**config.mk**
```make
export PLATFORM = sky130hd
export DESIGN_NAME = sid_pipe_sched
export DESIGN_NICKNAME = d
export VERILOG_FILES = /design/src/rtl/sid_pipe_sched_pkg.sv /design/src/rtl/sid_pipe_sched.sv
export SDC_FILE = /design/constraint.sdc
export NUM_CORES = 1
export LEC_CHECK = 0
export BUFFER_PORTS_ARGS = -buffer_cell sky130_fd_sc_hd__buf_2
export CAP_MARGIN = 40
export CORE_UTILIZATION = 50
export DETAILED_ROUTE_END_ITERATION = 10
export HOLD_SLACK_MARGIN = 0.03
export PLACE_DENSITY_LB_ADDON = 0.12
export SLEW_MARGIN = 10
export SYNTH_ARGS = -nofsm -noshare
export SYNTH_HDL_FRONTEND = slang
export SYNTH_SLANG_ARGS = --single-unit
export TNS_END_PERCENT = 50
```
**constraint.sdc**
```tcl
create_clock -name clk -period 5.1 [get_ports clk]
set_clock_uncertainty 0.05 [all_clocks]
set_input_delay 0.765 -clock clk [delete_from_list [all_inputs] [get_ports clk]]
set_output_delay 0.765 -clock clk [all_outputs]
set_load 0.05 [all_outputs]
```
**src/rtl/sid_pipe_sched_pkg.sv**
```systemverilog
// Shared constants and types for the SID voice/filter pipeline scheduler.
package sid_pipe_sched_pkg;

  localparam int VOICE_LAT     = 1;
  localparam int FILTER_STAGES = 7;
  localparam int MAX_SIDS      = 4;
  localparam int SID_W         = 2;

  typedef struct packed {
    logic             valid;
    logic [SID_W-1:0] sid;
    logic [1:0]       no;
  } voice_tag_t;

  // All scheduler outputs, sized for MAX_SIDS so the datapath glue can route one bundle.
  typedef struct packed {
    logic             busy;
    logic             voice_issue;
    logic [SID_W-1:0] voice_sid;
    logic [1:0]       voice_no;
    logic             voice_cap;
    logic [SID_W-1:0] cap_sid;
    logic [1:0]       cap_no;
    logic             osc3_cap;
    logic             filter_load;
    logic [SID_W-1:0] filter_sid;
    logic [2:0]       filter_stage;
    logic             filter_done;
    logic             frame_done;
    logic             overrun;
  } sched_o_t;

endpackage

```
**src/rtl/sid_pipe_sched.sv**
```systemverilog
// Frame scheduler: time-multiplexes the shared voice pipeline over every voice,
// then the shared filter pipeline once per SID, with fully registered strobes.
module sid_pipe_sched
  import sid_pipe_sched_pkg::*;
#(
  parameter int NUM_SIDS = 2,
  parameter int SW       = (NUM_SIDS > 1) ? $clog2(NUM_SIDS) : 1
) (
  input  logic          clk,
  input  logic          rst,
  input  logic          start,
  output logic          busy,
  output logic          voice_issue,
  output logic [SW-1:0] voice_sid,
  output logic [1:0]    voice_no,
  output logic          voice_cap,
  output logic [SW-1:0] cap_sid,
  output logic [1:0]    cap_no,
  output logic          osc3_cap,
  output logic          filter_load,
  output logic [SW-1:0] filter_sid,
  output logic [2:0]    filter_stage,
  output logic          filter_done,
  output logic          frame_done,
  output logic          overrun
);

  localparam int               KW       = $clog2(NUM_SIDS + 1);
  localparam logic [KW-1:0]    K_END    = KW'(NUM_SIDS);
  localparam logic [SID_W-1:0] LAST_SID = SID_W'(NUM_SIDS - 1);
  localparam logic [2:0]       LAST_STG = 3'(FILTER_STAGES);

  sched_o_t         so_q, so_d;
  logic [KW-1:0]    vk_q, vk_d;
  logic [1:0]       vv_q, vv_d;
  logic [SID_W-1:0] fsid_q, fsid_d;
  logic [2:0]       fstg_q, fstg_d;
  voice_tag_t       issue_tag, cap_tag_d;
  logic             accept, first_load, chain_load;

  assign issue_tag = '{valid: so_q.voice_issue, sid: so_q.voice_sid, no: so_q.voice_no};

  // cap_tag_d is the tag that becomes visible on the capture outputs next cycle.
  generate
    if (VOICE_LAT == 1) begin : g_cap_direct
      assign cap_tag_d = issue_tag;
    end else begin : g_cap_dly
      voice_tag_t dly_q [VOICE_LAT-1];
      always_ff @(posedge clk) begin
        if (rst) begin
          for (int i = 0; i < VOICE_LAT - 1; i++) dly_q[i] <= '0;
        end else begin
          dly_q[0] <= issue_tag;
          for (int i = 1; i < VOICE_LAT - 1; i++) dly_q[i] <= dly_q[i-1];
        end
      end
      assign cap_tag_d = dly_q[VOICE_LAT-2];
    end
  endgenerate

  always_comb begin
    so_d       = '0;
    vk_d       = vk_q;
    vv_d       = vv_q;
    fsid_d     = fsid_q;
    fstg_d     = fstg_q;
    accept     = start && !so_q.busy;
    first_load = 1'b0;
    chain_load = 1'b0;

    so_d.busy    = accept || (so_q.busy && !so_q.frame_done);
    so_d.overrun = so_q.overrun || (start && so_q.busy);

    // Voice counter walks SID-major; vk == K_END means all voices issued.
    if (accept) begin
      vk_d = '0;
      vv_d = '0;
    end else if (so_q.busy && vk_q != K_END) begin
      if (vv_q == 2'd2) begin
        vv_d = '0;
        vk_d = vk_q + KW'(1);
      end else begin
        vv_d = vv_q + 2'd1;
      end
    end
    if (so_d.busy && vk_d != K_END) begin
      so_d.voice_issue = 1'b1;
      so_d.voice_sid   = SID_W'(vk_d);
      so_d.voice_no    = vv_d;
    end

    if (cap_tag_d.valid) begin
      so_d.voice_cap = 1'b1;
      so_d.cap_sid   = cap_tag_d.sid;
      so_d.cap_no    = cap_tag_d.no;
      so_d.osc3_cap  = (cap_tag_d.no == 2'd2);
    end

    // Filter counter: stage 0 idle, otherwise 1..7 rolling straight into the next SID.
    if (so_q.filter_load && fstg_q == 3'd0) begin
      fstg_d = 3'd1;
      fsid_d = so_q.filter_sid;
    end else if (fstg_q == LAST_STG) begin
      if (fsid_q == LAST_SID) begin
        fstg_d = 3'd0;
      end else begin
        fstg_d = 3'd1;
        fsid_d = fsid_q + SID_W'(1);
      end
    end else if (fstg_q != 3'd0) begin
      fstg_d = fstg_q + 3'd1;
    end

    first_load        = cap_tag_d.valid && cap_tag_d.sid == '0 && cap_tag_d.no == 2'd2;
    chain_load        = (fstg_d == LAST_STG) && (fsid_d != LAST_SID);
    so_d.filter_stage = fstg_d;
    so_d.filter_load  = first_load || chain_load;
    so_d.filter_done  = (fstg_q == LAST_STG);
    so_d.frame_done   = (fstg_q == LAST_STG) && (fsid_q == LAST_SID);

    // filter_sid names the SID a load or write-back strobe acts on; otherwise the stage owner.
    if (first_load)            so_d.filter_sid = '0;
    else if (chain_load)       so_d.filter_sid = fsid_d + SID_W'(1);
    else if (so_d.filter_done) so_d.filter_sid = fsid_q;
    else if (fstg_d != 3'd0)   so_d.filter_sid = fsid_d;
  end

  always_ff @(posedge clk) begin
    if (rst) begin
      so_q   <= '0;
      vk_q   <= '0;
      vv_q   <= '0;
      fsid_q <= '0;
      fstg_q <= '0;
    end else begin
      so_q   <= so_d;
      vk_q   <= vk_d;
      vv_q   <= vv_d;
      fsid_q <= fsid_d;
      fstg_q <= fstg_d;
    end
  end

  assign busy         = so_q.busy;
  assign voice_issue  = so_q.voice_issue;
  assign voice_sid    = so_q.voice_sid[SW-1:0];
  assign voice_no     = so_q.voice_no;
  assign voice_cap    = so_q.voice_cap;
  assign cap_sid      = so_q.cap_sid[SW-1:0];
  assign cap_no       = so_q.cap_no;
  assign osc3_cap     = so_q.osc3_cap;
  assign filter_load  = so_q.filter_load;
  assign filter_sid   = so_q.filter_sid[SW-1:0];
  assign filter_stage = so_q.filter_stage;
  assign filter_done  = so_q.filter_done;
  assign frame_done   = so_q.frame_done;
  assign overrun      = so_q.overrun;

  // Upper SID bits are always zero when SW < SID_W.
  logic sid_hi_unused;
  assign sid_hi_unused = ^{so_q.voice_sid, so_q.cap_sid, so_q.filter_sid};

endmodule

```
==> results by group, run 1 <==
Placement
  – PortBufs: 20
  – Area of placed instances: 1221 sq um
  – Hpwl dp: 1.484 mm
  – GP Congestion: 0.7792

Layout
  – Design area: 1274 sq um
  – Layout cells sized above 1: 22.46%
  – Diodes inserted: 0
  – Commonest non-fill, non-tap cell in the layout: dfxtp_1
  – Most frequent cells in the layout: 26 x dfxtp_1, 20 x buf_2, 12 x nor2_1, 10 x inv_1, 6 x a21oi_1
  – Nets: approximately 150
  – P&R area growth vs syn: 9.935%

STA
  – TNS Setup: 0 ps
  – Slew Limit Fails: 0
  – Final worst path period need: 2524 ps
  – Crit share post-route: 49.50%
  – Highest Clock Rate: 0.3961 GHz
  – Unrepaired setup endpoints after global routing: no
  – Endpoints failing hold: 0
  – Worst-Margin Slew: 462.3 ps
  – Relative slew slack: 68.99%
  – Final setup fails: 0
  – Hold WS: 437.4 ps

Clocking
  – Clk buf depth: 2
  – CTS Hold Buffers Added: 0
  – CTS sink cnt: 26
  – Clock root cell: clkbuf_4
  – TritonCTS buffer count: 3
  – Worst skew pair latency: 330 ps
  – H-tree depth: 1
  – Clock transition at path regs: 140 ps
  – CTS tree: done
  – PostCTS Resize Cnt: 0
  – Postcts setup bufs: 0

Global routing
  – GR Overflow Total: 0
  – Pin count of the biggest net entering global routing: 17
  – First-pass GRT wire length: 3.249 mm
  – Gr usage total: around 17%
  – Vias in the first global route: 770
  – Initial antenna violation count: 0

Min path
  – Worst Hold End: cap_no[1]
  – Path type of the worst min-delay path: register to register
  – Cell depth of the worst hold path: 1
  – Hold_sp: voice_no[1]

Die
  – Core footprint: about 2200 sq um
  – Die width: 50.14 um
  – Io pins: 21
  – Initial core utilization: 52.88%
  – DIE AREA: 2514 sq um
  – Die H: 50.14 um
  – Rows: 17

Yosys
  – Flop and latch count out of synthesis: 26
  – Post-synth EDFFs: 0
  – Ys Warns: 0
  – Syn nets: roughly 130
  – Ys async rst share: 0%
  – Register area share after synthesis: 44.92%
  – Synth Instances: about 120
  – Primary FF master, synth: dfxtp_1
  – Synthesized area: 1159 sq um
  – Post-Syn Area per Cell: 9.344 sq um
  – Netlist cell types: 41

Worst setup path
  – Path type of the worst setup path: register to register
  – Crit path top cell by count: ha_1
  – Bufs and invs on worst path: 1
  – Reg-to-reg critical path startpoint: fstg_q[0]
  – CP max FO: 9
  – Startpoint types: register
  – WP data arrival: 2740 ps
  – Worst EP required: 5310 ps
  – Crit-path slowest cell: dfxtp_1
  – Worst path max stage delay: 430 ps
  – Flop2flop setup slack: 2580 ps
  – Reg2reg end: filter_sid
  – Setup crit end kind: register
  – Crit path cell chain: ha_1, ha_1, and3_2, o31a_1, clkinv_2, ha_1, nor2b_1, nand4_1, or2_2, a31oi_1
  – Delay-heaviest family, CP: simple AND/OR/NAND/NOR gates
  – R2r worst-path depth: 10

Route
  – Routed WL per cell: 11.93 um
  – Antenna violation net count after detailed routing: 0
  – Drt initial violations: 4
  – Vias: 866
  – Routed vias/inst: between 5 and 6
  – Final wirelength: 1.980 mm
  – DRC violations left: 0
  – First-pass DRT Iterations: 4

Pwr
  – P_int: 0.3340 mW
  – Clock share of power: roughly 29%
  – Net Switching: about 0.16 mW
  – Leak: 0.5819 nW
  – Reg power frac: approximately 46%
  – Cell Pwr Density: 384.8 nW/um^2
  – Logic pwr share: between 20% and 30%
  – Sw frac: roughly a third
  – Worst VDD drop: 190.8 uV

Job
  – Max Cap Violations: 0

Run status
  – Status: completed
## cells in the mapped netlist, types with 2 or more instances
| cell type | number | area (sq um) |
|---|---|---|
| o31ai_1 | 2 | 15.01 |
| a21oi_1 | 6 | 30.03 |
| xnor2_1 | 2 | 17.52 |
| dfxtp_1 | 26 | 520.5 |
| nor2b_1 | 5 | 31.28 |
| ha_1 | 5 | 62.56 |
| a31oi_1 | 5 | 31.28 |
| nor2_1 | 12 | 45.04 |
| nor4b_1 | 2 | 17.52 |
| nand3_1 | 2 | 10.01 |
| a211oi_1 | 3 | 22.52 |
| a21boi_0 | 2 | 15.01 |
| nand2b_1 | 3 | 18.77 |
| inv_1 | 10 | 37.54 |
| buf_4 | 7 | 52.55 |
| and2_1 | 4 | 25.02 |
| nand2_1 | 4 | 15.01 |
## logic make-up after synthesis
| group | Yosys count | synth area share, % |
|---|---|---|
| muxes | 1 | 0.9719 |
| xor gates and xnor gates | 2 | 1.512 |
| and+or+nand+nor | 43 | 21.17 |
| adders and majority gates | 5 | 5.400 |
| DFF | 26 | 44.92 |
| buffers and inverters | 21 | 9.934 |
| AOI/OAI and AO/OA | 26 | 16.09 |
## registers in the layout (all words and copies together), names as in the netlist
register	cells
cap_sid	1
fsid_q	2
voice_cap	1
filter_sid	1
osc3_cap	1
busy	1
filter_load	1
overrun	1
cap_no	2
frame_done	1
voice_no	2
voice_issue	1
vk_q	2
cap_tag_d	1
voice_sid	1
vv_q	2
so_q	1
filter_done	1
fstg_q	3
## stage by stage
step	utilization [%]	std cells	setup WS [ps]	power (mW)
4_1_cts	58.14	166	2590	0.4938
3_3_place_gp	55.74	162	2800	0.3509
6_report	58.14	166	2576	0.4901
2_1_floorplan	-	124	2920	0.3361
5_1_grt	58.14	166	2420	0.5111
3_5_place_dp	55.74	162	2686	0.3531
## routing by layer
metal	GRT usage, %	up-vias	part of all wire, %
li1	-	447	-
met1	20.11	397	48
met2	30.00	18	47
met3	2.727	4	3.4
met4	10.00	0	1.9
met5	0	-	0
## final cells by class
type / instances / area [sq um]
Clock inverter: 1 / 30.03
Multi-Input combinational cell: 77 / 523.0
Inverter: 11 / 42.54
Sequential cell: 26 / 520.5
Timing Repair Buffer: 20 / 100.1
Tap cell: 28 / 35.03
Clock buffer: 3 / 22.52
Fill cell: 220 / 917.1
## power by group through the flow
stage               Sequential (mW)  Combinational (mW)  Clock (mW)
global route                  0.226               0.136       0.149
finish                        0.224               0.125       0.141
detailed placement            0.229               0.124           0
floorplan                     0.234               0.102           0
CTS                           0.224               0.126       0.144
global placement              0.227               0.124           0
## worst max path at each step
| stage | cells after the start | startpoint | slack [ps] | endpoint |
|---|---|---|---|---|
| floorplan | 8 | filter_load | 2920 | filter_sid |
| global placement | 10 | fstg_q[0] | 2800 | so_q[7] |
| CTS | 10 | fstg_q[0] | 2590 | filter_sid |
| detailed placement | 10 | fstg_q[0] | 2690 | filter_sid |
| finish | 10 | fstg_q[0] | 2580 | filter_sid |
| global route | 10 | fstg_q[0] | 2420 | filter_sid |
No activity file was read; power rests on OpenSTA's default activity.
==> run 2, diff against run 1 <==
CORE_UTILIZATION = 48   (was 50)
clock period = 2.1 ns   (was 5.1 ns; I/O delays follow)
==> results by group, run 2 (synthesis gave the netlist of run 1 again) <==
Run status
  – Status: completed

Route
  – Final wirelength: 2.346 mm (+18%)
  – DRC violations left: 0 (unchanged)
  – Vias: 941 (+8.7%)
  – Routed WL per cell: 13.48 um (+13%)
  – Routed vias/inst: 5.408 (+3.7%)
  – Antenna violation net count after detailed routing: 0 (unchanged)
  – Drt initial violations: 27 (+23)
  – First-pass DRT Iterations: 4 (unchanged)

STA
  – Unrepaired setup endpoints after global routing: yes
  – Endpoints failing hold: 0 (unchanged)
  – Setup ws final: 21.96 ps (-2554 ps)
  – Relative slew slack: 70.65% (+1.7 points)
  – Crit share post-route: 98.95% (+49 points)
  – Final setup fails: 0 (unchanged)
  – Highest Clock Rate: 0.4812 GHz (+21%)
  – Final worst path period need: 2078 ps (-446.4 ps)
  – Worst-Margin Slew: 438.2 ps (-24.11 ps)
  – Hold WS: 199.1 ps (-238.3 ps)
  – TNS Setup: 0 ps (unchanged)
  – Slew Limit Fails: 0 (unchanged)

Clocking
  – Clock transition at path regs: 140 ps (about the same)
  – CTS sink cnt: 26 (unchanged)
  – CTS tree: done
  – H-tree depth: 1 (unchanged)
  – Worst skew pair latency: 330 ps (about the same)
  – TritonCTS buffer count: 3 (unchanged)
  – Clk buf depth: 2 (unchanged)
  – Clock root cell: clkbuf_4

Worst setup path
  – R2r worst-path depth: 11 (+1)
  – Flop2flop setup slack: 20 ps (-2550 ps)
  – Startpoint types: register
  – Path type of the worst setup path: register to register
  – Reg2reg end: filter_sid
  – CP max FO: 5 (-4)
  – Setup crit end kind: register
  – WP data arrival: 2250 ps (-490 ps)
  – Reg-to-reg critical path startpoint: fstg_q[0]
  – Crit path from: fstg_q[0]
  – Worst EP required: 2280 ps (-3030 ps)

Min path
  – Worst Hold End: overrun
  – Path type of the worst min-delay path: input pin to register
  – Hold_sp: start
  – Cell depth of the worst hold path: 3 (+2)

Global routing
  – Initial antenna violation count: 0 (unchanged)
  – First-pass GRT wire length: 3.788 mm (+17%)
  – Pin count of the biggest net entering global routing: 17 (unchanged)
  – Gr usage total: 20.03% (+2.6 points)
  – GR Overflow Total: 0 (unchanged)
  – Vias in the first global route: 859 (+12%)

Die
  – DIE AREA: 2614 sq um (+4.0%)
  – Io pins: 21 (unchanged)
  – Core footprint: 2233 sq um (+1.9%)
  – Initial core utilization: 51.88% (-1.0 points)
  – Die width: 51.13 um (+2.0%)
  – Die H: 51.13 um (+2.0%)
  – Rows: 17 (unchanged)

Pwr
  – P_int: 0.8682 mW (+160%)
  – Leak: 0.6331 nW (+8.8%)
  – Logic pwr share: 30.1% (+4.5 points)
  – Cell Pwr Density: 900.7 nW/um^2 (+130%)
  – Reg power frac: 43.1% (-2.6 points)
  – Tot Pwr: 1.286 mW (+160%)
  – Net Switching: 0.4177 mW (+170%)
  – Worst VDD drop: 857.5 uV (+350%)
  – Sw frac: 32.48% (+0.62 points)
  – Clock share of power: 26.8% (-1.9 points)

Placement
  – GP Congestion: 0.7868 (+0.98%)
  – PortBufs: 20 (unchanged)
  – Hpwl dp: 1.606 mm (+8.2%)
  – Area of placed instances: 1271 sq um (+4.1%)
  – Dpl ws: -90.30 ps (-2776 ps)
  – Placed insts: 168 (+3.7%)

Layout
  – Number of flip-flops in the largest register: 3 (unchanged)
  – Nets: 155 (+5.4%)
  – Diodes inserted: 0 (unchanged)
  – Most frequent cells in the layout: 23 x dfxtp_1, 20 x buf_2, 12 x nor2_1, 9 x inv_1, 8 x buf_4
  – P&R area growth vs syn: 23.22%
  – Design area: 1428 sq um (+12%)
  – Layout cells sized above 1: 35.62% (+13 points)
  – Final core occ: 63.92% (+5.8 points)
  – Area of the multi-input gates: 610.6 sq um (+17%)
  – Commonest non-fill, non-tap cell in the layout: dfxtp_1
  – Top reg by flops: fstg_q
  – Fillcell total: 190 (-14%)
  – Sequential standard cell area: 526.8 sq um (+1.2%)
  – Non-filler cells, final: 174 (+4.8%)

Job
  – Max Cap Violations: 0 (unchanged)
run 2: final cells by class:
cell class	instances	area share (%)
Multi-Input combinational cell	77	42.77
Clock buffer	3	1.578
Tap cell	28	2.454
Inverter	11	2.980
Clock inverter	1	2.103
Sequential cell	26	36.90
Timing Repair Buffer	28	11.22
run 2: timing repair:
action	in CTS	in global routing
pin swaps	3	3
hold endpoints to repair	0	0
resized for setup	7	12
hold buffers	0	0
buffers inserted	2	0
setup endpoints to repair	3	3
run 2: worst max path at each step:
stage                            end  slack (ps)
after CTS                    so_q[7]         0.8
final                     filter_sid          20
after floorplan           filter_sid          20
after detailed placement  filter_sid         -90
after global placement    filter_sid        -0.7
after global routing      filter_sid        -110
run 2: critical path, stage by stage, from the launching register on:
cell      delay (ps)
dfxtp_4          400
ha_4             140
ha_4             150
and3_2           180
o31a_1           170
clkinv_2          90
ha_4             160
nor2b_1          100
nand4_1          130
buf_4            180
o31ai_2          170
a31oi_1           60
run 2: metal layers:
layer / part of all wire [%] / routed length [um] / global-route usage, %
met2: 48 / 1123 / 33.11
met4: 2.3 / 55 / 11.11
met3: 4.0 / 93 / 3.571
met1: 46 / 1072 / 24.31
met5: 0 / 0 / 0
run 2: power by group through the flow:
stage / Clock [mW] / Sequential [mW] / Combinational (mW)
after floorplan: 0 / 0.569 / 0.249
after global placement: 0 / 0.552 / 0.312
after detailed placement: 0 / 0.555 / 0.319
after CTS: 0.353 / 0.545 / 0.345
after global routing: 0.371 / 0.558 / 0.411
final: 0.344 / 0.554 / 0.387
